## src/rtl/vedic_pkg.sv

```systemverilog
// ============================================================================
// Package   : vedic_pkg
// Purpose   : Shared widths and state encoding for the Vedic multiplier slice.
// Revision  : 1.0 - initial release
// ============================================================================
`default_nettype none

package vedic_pkg;

  localparam int SLICE_W = 16;
  localparam int PP_W    = 32;
  localparam int PROD_W  = 64;

  typedef enum logic [2:0] {
    IDLE = 3'd0,
    A1L  = 3'd1,
    A1H  = 3'd2,
    A2S0 = 3'd3,
    A2S1 = 3'd4,
    A2S2 = 3'd5,
    DONE = 3'd6
  } state_t;

endpackage

`default_nettype wire

```

## src/rtl/RCA16.sv

```systemverilog
// ============================================================================
// Module    : RCA16
// Purpose   : 16-bit ripple-carry adder slice with carry in/out.
// Revision  : 1.0 - initial release
// ============================================================================
`default_nettype none

module RCA16
  import vedic_pkg::*;
(
  input  logic [SLICE_W-1:0] a,
  input  logic [SLICE_W-1:0] b,
  input  logic               cin,
  output logic [SLICE_W-1:0] sum,
  output logic               cout
);

  logic [SLICE_W:0] w_c;

  assign w_c[0] = cin;

  generate
    for (genvar i = 0; i < SLICE_W; i++) begin : g_bit
      assign sum[i]    = a[i] ^ b[i] ^ w_c[i];
      assign w_c[i+1]  = (a[i] & b[i]) | (a[i] & w_c[i]) | (b[i] & w_c[i]);
    end
  endgenerate

  assign cout = w_c[SLICE_W];

endmodule

`default_nettype wire

```

## src/rtl/vedic32_pp_accum.sv

```systemverilog
// ============================================================================
// Module    : vedic32_pp_accum
// Purpose   : Combines four 16x16 partial products into a 64-bit product by
//             reusing one 16-bit adder slice over five cycles.
//             Optional macro VEDIC_ACC_OVF_CHECK_EN adds the sticky ovf flag.
// Revision  : 1.0 - initial release
// ============================================================================
`default_nettype none

module vedic32_pp_accum
  import vedic_pkg::*;
(
  input  logic              clk,
  input  logic              rst,
  input  logic              in_valid,
  output logic              in_ready,
  input  logic [PP_W-1:0]   q0,
  input  logic [PP_W-1:0]   q1,
  input  logic [PP_W-1:0]   q2,
  input  logic [PP_W-1:0]   q3,
  output logic              out_valid,
  input  logic              out_ready,
  output logic [PROD_W-1:0] product,
  output logic              busy
`ifdef VEDIC_ACC_OVF_CHECK_EN
  ,
  output logic              ovf
`endif
);

  state_t              r_state;
  state_t              w_next;
  logic [PP_W-1:0]     r_q0, r_q1, r_q2, r_q3;
  logic [PP_W:0]       r_s1;
  logic                r_c;
  logic [PROD_W-1:0]   r_product;
  logic [SLICE_W-1:0]  w_a, w_b, w_sum;
  logic                w_cin, w_cout;

  assign in_ready  = (r_state == IDLE) && !rst;
  assign busy      = (r_state != IDLE);
  assign out_valid = (r_state == DONE);
  assign product   = r_product;

  always_comb begin
    w_next = r_state;
    case (r_state)
      IDLE:    if (in_valid) w_next = A1L;
      A1L:     w_next = A1H;
      A1H:     w_next = A2S0;
      A2S0:    w_next = A2S1;
      A2S1:    w_next = A2S2;
      A2S2:    w_next = DONE;
      DONE:    if (out_ready) w_next = IDLE;
      default: w_next = IDLE;
    endcase
  end

  // First slice of each sum starts with cin = 0; later slices chain the carry.
  always_comb begin
    w_a   = '0;
    w_b   = '0;
    w_cin = 1'b0;
    case (r_state)
      A1L:  begin w_a = r_q1[SLICE_W-1:0];    w_b = r_q2[SLICE_W-1:0]; end
      A1H:  begin w_a = r_q1[PP_W-1:SLICE_W]; w_b = r_q2[PP_W-1:SLICE_W]; w_cin = r_c; end
      A2S0: begin w_a = r_q0[PP_W-1:SLICE_W]; w_b = r_s1[SLICE_W-1:0]; end
      A2S1: begin w_a = r_q3[SLICE_W-1:0];    w_b = r_s1[PP_W-1:SLICE_W]; w_cin = r_c; end
      A2S2: begin w_a = r_q3[PP_W-1:SLICE_W]; w_b = {{(SLICE_W-1){1'b0}}, r_s1[PP_W]}; w_cin = r_c; end
      default: ;
    endcase
  end

  RCA16 u_slice (
    .a    (w_a),
    .b    (w_b),
    .cin  (w_cin),
    .sum  (w_sum),
    .cout (w_cout)
  );

  always_ff @(posedge clk) begin
    if (rst) begin
      r_state   <= IDLE;
      r_q0      <= '0;
      r_q1      <= '0;
      r_q2      <= '0;
      r_q3      <= '0;
      r_s1      <= '0;
      r_c       <= 1'b0;
      r_product <= '0;
    end else begin
      r_state <= w_next;
      case (r_state)
        IDLE: if (in_valid) begin
          r_q0 <= q0;
          r_q1 <= q1;
          r_q2 <= q2;
          r_q3 <= q3;
        end
        A1L: begin
          r_s1[SLICE_W-1:0] <= w_sum;
          r_c               <= w_cout;
        end
        A1H: begin
          r_s1[PP_W-1:SLICE_W] <= w_sum;
          r_s1[PP_W]           <= w_cout;
          r_c                  <= w_cout;
        end
        A2S0: begin
          r_product[SLICE_W-1:0]         <= r_q0[SLICE_W-1:0];
          r_product[2*SLICE_W-1:SLICE_W] <= w_sum;
          r_c                            <= w_cout;
        end
        A2S1: begin
          r_product[3*SLICE_W-1:2*SLICE_W] <= w_sum;
          r_c                              <= w_cout;
        end
        A2S2: begin
          r_product[4*SLICE_W-1:3*SLICE_W] <= w_sum;
          r_c                              <= 1'b0;
        end
        default: ;
      endcase
    end
  end

`ifdef VEDIC_ACC_OVF_CHECK_EN
  logic r_ovf;

  // A carry out of the top slice means the partial products were inconsistent.
  always_ff @(posedge clk) begin
    if (rst) begin
      r_ovf <= 1'b0;
    end else if (r_state == A2S2 && w_cout) begin
      r_ovf <= 1'b1;
    end
  end

  assign ovf = r_ovf;
`endif

endmodule

`default_nettype wire

```

## config.mk

```make
export PLATFORM = sky130hd
export DESIGN_NAME = vedic32_pp_accum
export DESIGN_NICKNAME = d
export VERILOG_FILES = /design/src/rtl/vedic_pkg.sv /design/src/rtl/RCA16.sv /design/src/rtl/vedic32_pp_accum.sv
export SDC_FILE = /design/constraint.sdc
export NUM_CORES = 1
export LEC_CHECK = 0
export ABC_AREA = 1
export CORE_MARGIN = 2
export CORE_UTILIZATION = 40
export CTS_CLUSTER_DIAMETER = 40
export DETAILED_ROUTE_END_ITERATION = 6
export GPL_ROUTABILITY_DRIVEN = 0
export GPL_TIMING_DRIVEN = 0
export PLACE_DENSITY = 0.71
export REMOVE_ABC_BUFFERS = 1
export SETUP_SLACK_MARGIN = 0.1
export SYNTH_ARGS = -nofsm -noshare
export SYNTH_HDL_FRONTEND = slang
export SYNTH_SLANG_ARGS = --single-unit
```

## constraint.sdc

```tcl
create_clock -name clk -period 8.2 [get_ports clk]
set_input_delay 1.64 -clock clk [delete_from_list [all_inputs] [get_ports clk]]
set_output_delay 1.64 -clock clk [all_outputs]
set_load 0.02 [all_outputs]
```

==> summary.md, run 1 <==
| Metric | Value |
|---|---|
| Critical Path Fanout Max | 5 |
| Detailed Place HPWL | 14.9 mm |
| Worst Setup Path Type | reg -> reg |
| Synth-to-Final Area Change | 41.9% |
| Ratio of cells with drive above 1 in the final layout | 9.54% |
| Commonest non-fill, non-tap cell in the layout | dfxtp_1 |
| CP dominant cell by count | fa_2 |
| Mapped Cells | 1181 |
| Initial antenna violation count | 0 |
| Num CTS Buffers | 36 |
| VDD IR-drop max | 0.174 mV |
| Die W | 156 um |
| Worst Hold Depth | 2 |
| Tightest Pin Transition | 1.13 ns |
| Iter 0 DRT Violations | 550 |
| Critical Path Sink Type | register |
| CTS tree | built |
| Worst hold slack | 0.443 ns |
| Starting density of the core | 40.7% |
| First-pass GRT wire length | 41.4 mm |
| # clock sinks | 229 |
| Worst Hold Class | reg -> reg |
| Row cnt | 55 |
| DRC | 0 |
| Outcome | finished, final reports clean |
| Register clock-pin slew on the reported worst setup and hold paths | 0.05 ns |
| Post-layout util | 57.7% |
| Number of port buffers | 198 |
| Fin. Hold Viols | 0 |
| Bufs and invs on worst path | 6 |
| Data arrival, critical path | 8.32 ns |
| RSZ-0062 raised after global routing | no |
| Pin count of the biggest net entering global routing | 126 |
| Post-route minimum period | 7.90 ns |
| Stages on the worst setup path | 28 |
| Clock skew | 0.0135 ns |
| Post-Syn Area per Cell | 7.77 um2 |
| Synth Cell Area | 9180 um2 |
| Sequential share of the synthesized area | 49.9% |
| Clock Root Buffer | clkbuf_16 |
| Worst R2R Start | r_state[1] |
| I/O Pins | 199 |
| Commonest cells after routing, fill and taps aside | 226 x dfxtp_1, 203 x a21oi_1, 200 x o21ai_0 |
| WL final | 26.4 mm |
| Finish-stage setup viols | 0 |
| Total grt overflow | 0 |
| Top Family by Delay on Critical Path | adder cells |
| CTS max path bufs | 3 |
| Cell Pwr Density | 262 nW/um2 |
| H-tree depth | 2 |
| Full die area | 24200 um2 |
| Leak | 4.93 nW |
| Max_cap viols | 0 |
| Iteration count of the initial detailed-routing pass | 5 |
| Post-route clock period utilization | 96.3% |
| Post-DR vias/cell | 5.04 |
| Clk Latency, worst-skew pair | 0.50 ns |
| Top post-synthesis cells by area | dfxtp_1 50%, a21oi_1 11%, o21ai_0 11%, inv_1 7.2%, nand2_1 4.5% |
| Worst reg2reg setup slack | 0.30 ns |
| Core area | 22600 um2 |
| CP max stage cell | fa_1 |
| Critical Path Source Type | register |
| Leading area contributor after synthesis | dfxtp_1 |
| CP required | 8.62 ns |
| Worst R2R End | product[63] |
| Antenna diodes | 0 |
| Seq cells post-synth | 229 |
| Post-route ant nets | 0 |
| Post-CTS Hold Fix Bufs | 0 |
| Worst Min Path Start | product[55] |
| Number of global-route vias before repair | 7914 |
| Total Power | 3.41 mW |
| Layout net count | 1516 |
| Peak Freq | 127 MHz |
| Cell variety after synth | 24 |
| Average wire per standard cell | 15.7 um |
| Chip Height | 156 um |
| DR vias | 8459 |
| Hold EP | product[55] |
| Share of the synthesized area in the top cell type | 49.9% |
| Ys Warns | 0 |
| Worst relative slew slack | 24.4% |
| GRT Resource Usage Total | 21.4% |
| Worst stage delay on the critical path | 0.46 ns |
| Count of final max-slew check failures | 0 |
| FF-to-FF path depth | 28 |
cells in the mapped netlist:
master / number
dfxtp_1: 229
nand2_1: 109
a21oi_1: 204
nor3_1: 2
nand4_1: 1
buf_2: 32
nand3_1: 3
nor4_1: 1
o22ai_1: 22
fa_1: 16
clkbuf_1: 45
o211ai_1: 3
buf_4: 7
o21ai_1: 22
o2111ai_1: 13
nor2_2: 2
inv_2: 3
inv_1: 175
nor2_1: 84
clkinv_1: 1
buf_1: 3
a31oi_1: 1
nand3_2: 2
o21ai_0: 201
worst max-delay path by stage:
stage	from	to	slack, ns
finish	r_state[1]	product[63]	0.30
global route	r_state[0]	product[63]	0.09
CTS	r_state[1]	product[63]	0.15
detailed placement	r_state[1]	r_s1[15]	-1.81
global placement	r_state[0]	product[63]	-2.66
floorplan	r_state[1]	product[63]	-0.96
power breakdown:
| group | internal (mW) | switching, mW |
|---|---|---|
| logic | 0.213 | 0.301 |
| clock network | 1.09 | 0.537 |
| registers | 1.23 | 0.0422 |
metal layers:
layer | part of all wire (%) | global-route usage, % | vias to the layer above | routed length [um]
met3 | 7.1 | 5.49 | 45 | 1880
met4 | 1.8 | 6.86 | 0 | 476
li1 | - | - | 4253 | -
met2 | 48 | 35.5 | 263 | 12600
met5 | 0 | 0 | - | 0
met1 | 44 | 27.5 | 3898 | 11500
tightest hold or removal path, delay by kind of cell, from the launching register on:
family                 cells  cell delay, ns
AO/OA/AOI/OAI              1            0.05
buffers and inverters      1            0.04
flip-flops                 1            0.30
area by class of cell:
cell class              count  area, um2
fillers                  2032       9540
flip-flops and latches    229       4600
multi-input cells         691       3680
repair buffers            231       2400
well taps                 285        357
clock inverters            21        303
clock buffers              43        998
inverters                 179        694
repair_timing:
item                                    4_1_cts  5_1_grt
pin swaps                                    10       14
buffers inserted                             17        7
endpoints found under the setup margin       27        5
gates resized for setup                      32        5
cloned                                        6        0
logic make-up after synthesis:
logic type / Yosys count / synth area share [%]
DFF: 229 / 49.9
adders and majority gates: 16 / 3.49
AOI/OAI and AO/OA: 466 / 26.3
and+or+nand+nor: 204 / 8.65
buffers and inverters: 266 / 11.6
sequential cells by signal (all words and copies together) (netlist names):
name,count
product,64
r_c,1
r_q0,32
r_q1,32
r_q2,32
r_q3,32
r_s1,33
r_state,3
stage by stage:
stage | TNS [ns] | instance area, um2 | instances | worst slack (ns)
finish | 0 | 13000 | 1679 | 0.305
global route | 0 | 13000 | 1679 | 0.0945
CTS | 0 | 13000 | 1672 | 0.149
detailed placement | -25.65 | 11400 | 1585 | -1.81
global placement | -46.88 | 11100 | 1577 | -2.66
floorplan | -8.50 | 8790 | 1094 | -0.958
Note: power is estimated with default switching activity, not from simulation.
==> run 2, diff against run 1 <==
--- a/config.mk
+++ b/config.mk
@@ -6,6 +6,7 @@
 export NUM_CORES = 1
 export LEC_CHECK = 0
 export ABC_AREA = 1
+export CORE_ASPECT_RATIO = 0.6
 export CORE_MARGIN = 2
 export CORE_UTILIZATION = 40
 export CTS_CLUSTER_DIAMETER = 40
@@ -17,4 +18,5 @@
 export SETUP_SLACK_MARGIN = 0.1
 export SYNTH_ARGS = -nofsm -noshare
 export SYNTH_HDL_FRONTEND = slang
+export SYNTH_HIERARCHICAL = 1
 export SYNTH_SLANG_ARGS = --single-unit
==> constraint.sdc (replaced) <==
create_clock -name clk -period 6.4 [get_ports clk]
set_input_delay 1.28 -clock clk [delete_from_list [all_inputs] [get_ports clk]]
set_output_delay 1.28 -clock clk [all_outputs]
set_load 0.02 [all_outputs]
==> summary.md, run 2 <==
| Metric | Value |
|---|---|
| DR vias | 8613 (+1.8%) |
| Starting density of the core | 40.4% (-0.25 points) |
| Clock Root Buffer | clkbuf_16 |
| Post-synth EDFFs | 0 (unchanged) |
| Worst relative slew slack | 42.8% (+18 points) |
| CP dominant cell by count | fa_2 |
| Share of the synthesized area in the top cell type | 49.6% (-0.34 points) |
| Number of port buffers | 198 (unchanged) |
| Synth Cell Area | 9240 um2 (+0.68%) |
| Post-Place Worst Slack | -3.11 ns (-1.30 ns) |
| Data arrival, critical path | 7.86 ns (-0.46 ns) |
| Peak Freq | 135 MHz (+6.7%) |
| Iteration count of the initial detailed-routing pass | 5 (unchanged) |
| VDD IR-drop max | 0.200 mV (+15%) |
| I/O Pins | 199 (unchanged) |
| WL final | 29.8 mm (+13%) |
| Met3 usage | 5.75% (+0.26 points) |
| First-pass GRT wire length | 45.8 mm (+11%) |
| CP required | 6.86 ns (-1.76 ns) |
| Commonest cells after routing, fill and taps aside | 226 x dfxtp_1, 201 x o21ai_0, 198 x clkdlybuf4s50_1 |
| Die W | 200 um (+29%) |
| Sequential share of the synthesized area | 49.6% (-0.34 points) |
| Finish-stage setup viols | 17 (+17) |
| Max_cap viols | 0 (unchanged) |
| Worst Setup Path Type | reg -> reg |
| Post-route clock period utilization | 116% (+19 points) |
| Post-DR vias/cell | 5.00 (-0.66%) |
| Count of final max-slew check failures | 0 (unchanged) |
| Worst stage delay on the critical path | 0.41 ns (-0.05 ns) |
| Worst Hold Class | reg -> reg |
| Seq cells post-synth | 229 (unchanged) |
| Max reg flops | 64 (unchanged) |
| H-tree depth | 1 (-1) |
| DRC | 0 (unchanged) |
| Count leader, synth | dfxtp_1 |
| Failing checks | negative setup slack |
| Cell Pwr Density | 305 nW/um2 (+17%) |
| Tightest Pin Transition | 0.858 ns (-0.273 ns) |
| Async S/R FF share, synth | 0% (unchanged) |
| Post-route minimum period | 7.40 ns (-0.494 ns) |
| CP max stage cell | dfxtp_4 |
| Leak | 4.91 nW (-0.46%) |
| Synth-to-Final Area Change | 40.1% |
| Filler Cells Inserted | 2122 (+4.4%) |
| Row cnt | 43 (-22%) |
| Number of global-route vias before repair | 8201 (+3.6%) |
| Busiest grt layer | met2 |
| Synth top cells by count | 229 x dfxtp_1, 213 x o21ai_0, 196 x a21oi_1 |
| Worst setup margin | -1.00 ns (-1.31 ns) |
| # clock sinks | 229 (unchanged) |
| Clk Latency, worst-skew pair | 0.54 ns (+0.04 ns) |
| Iter 0 DRT Violations | 500 (-9.1%) |
| Critical Path Source Type | register |
| M1 GR Usage | 34.3% (+6.9 points) |
| Critical Path Sink Type | register |
| Cell variety after synth | 25 (+4.2%) |
| Chip Height | 122 um (-22%) |
| Top_reg_cell synth | dfxtp_1 |
| Critical Path Fanout Max | 6 (+1) |
| CTS max path bufs | 3 (unchanged) |
| Clock skew | 0.0273 ns (+0.0138 ns) |
| Detailed Place HPWL | 15.3 mm (+2.8%) |
| Commonest non-fill, non-tap cell in the layout | dfxtp_1 |
| Pin count of the biggest net entering global routing | 149 (+18%) |
| Met2 Usage GRT | 37.5% (+2.0 points) |
| Total grt overflow | 0 (unchanged) |
| Outcome | finished with violations |
| CTS tree | built |
| Post-route ant nets | 0 (unchanged) |
| Average wire per standard cell | 17.3 um (+10%) |
| Num CTS Buffers | 28 (-22%) |
| Fin. Hold Viols | 0 (unchanged) |
| Ys Warns | 6 (+6) |
| Antenna diodes | 0 (unchanged) |
| Initial antenna violation count | 1 (+1) |
| GRT Resource Usage Total | 24.1% (+2.7 points) |
| Mapped Cells | 1188 (+0.59%) |
| Full die area | 24400 um2 (+0.83%) |
| RSZ-0062 raised after global routing | yes |
| Leading area contributor after synthesis | dfxtp_1 |
| Post-Syn Area per Cell | 7.78 um2 (about the same) |
| Ratio of cells with drive above 1 in the final layout | 10.7% (+1.1 points) |
| Worst reg2reg setup slack | -1.00 ns (-1.31 ns) |
| Total Power | 3.95 mW (+16%) |
| Top post-synthesis cells by area | dfxtp_1 50%, o21ai_0 12%, a21oi_1 11%, inv_1 7.1%, nor2_1 5.2% |
| Layout net count | 1534 (+1.2%) |
| Core area | 22900 um2 (+1.3%) |
| Register clock-pin slew on the reported worst setup and hold paths | 0.07 ns (+0.02 ns) |
[run 2: area by class of cell]
type,count,area [um2],share of cell area [%]
inverters,181,722,5.57
flip-flops and latches,229,4600,35.5
clock buffers,37,806,6.22
well taps,315,394,3.04
repair inverters,2,17.5,0.135
repair buffers,244,2510,19.4
multi-input cells,700,3770,29.1
clock inverters,13,136,1.05
[run 2: final timing paths]
| path | from | to | cells past startpoint |
|---|---|---|---|
| worst max-delay path | r_state[0] | product[47] | 29 |
| worst min-delay path | product[57] | product[57] | 2 |
| worst max register to register | r_state[0] | product[47] | 29 |
| worst min register to register | product[57] | product[57] | 2 |
[run 2: timing repair]
item	4_1_cts	5_1_grt
endpoints found under the setup margin	42	24
gates cloned	11	0
pin swaps	10	20
hold buffers	0	0
buffers inserted	34	5
resized for setup	59	12
[run 2: cells by family (layout without fill, tap and decap cells)]
kind of cell | count (synthesis) | after routing | share of synthesized area (%)
buffers and inverters | 266 | 477 | 11.8
adders and majority gates | 16 | 16 | 3.47
AOI/OAI and AO/OA | 463 | 463 | 26.0
and+or+nand+nor | 214 | 221 | 9.14
DFF | 229 | 229 | 49.6
[run 2: metrics by stage]
| stage | utilization [%] | cell area (um2) | std cells | setup TNS [ns] | hold slack [ns] |
|---|---|---|---|---|---|
| 4_1_cts | 56.3 | 12900 | 1716 | -11.62 | 0.445 |
| 6_report | 56.7 | 13000 | 1721 | -11.18 | 0.443 |
| 3_5_place_dp | 49.7 | 11400 | 1621 | -72.11 | 0.436 |
| 3_3_place_gp | 49.0 | 11200 | 1616 | -117.46 | 0.432 |
| 5_1_grt | 56.7 | 13000 | 1721 | -14.47 | 0.460 |
| 2_1_floorplan | - | 8840 | 1103 | -25.44 | 0.426 |
[run 2: layer usage]
| layer | part of all wire (%) | vias to the layer above |
|---|---|---|
| met1 | 48 | 4031 |
| met3 | 7.8 | 35 |
| met4 | 1.3 | 0 |
| met2 | 43 | 269 |
| met5 | 0 | - |
| li1 | - | 4278 |
[run 2: critical path, delay by kind of cell, from the launching register on]
family	cells	cell delay, ns
buffers and inverters	7	0.64
flip-flops	1	0.41
AND/OR/NAND/NOR	4	0.45
AO/OA/AOI/OAI	2	0.11
adder cells (fa/ha/maj)	16	5.69
[run 2: where the power goes]
part	internal, mW	total [mW]	switching [mW]	leakage (nW)
Sequential	1.58	1.64	0.0616	1.88
Combinational	0.305	0.731	0.426	2.56
Clock	0.939	1.58	0.646	0.466
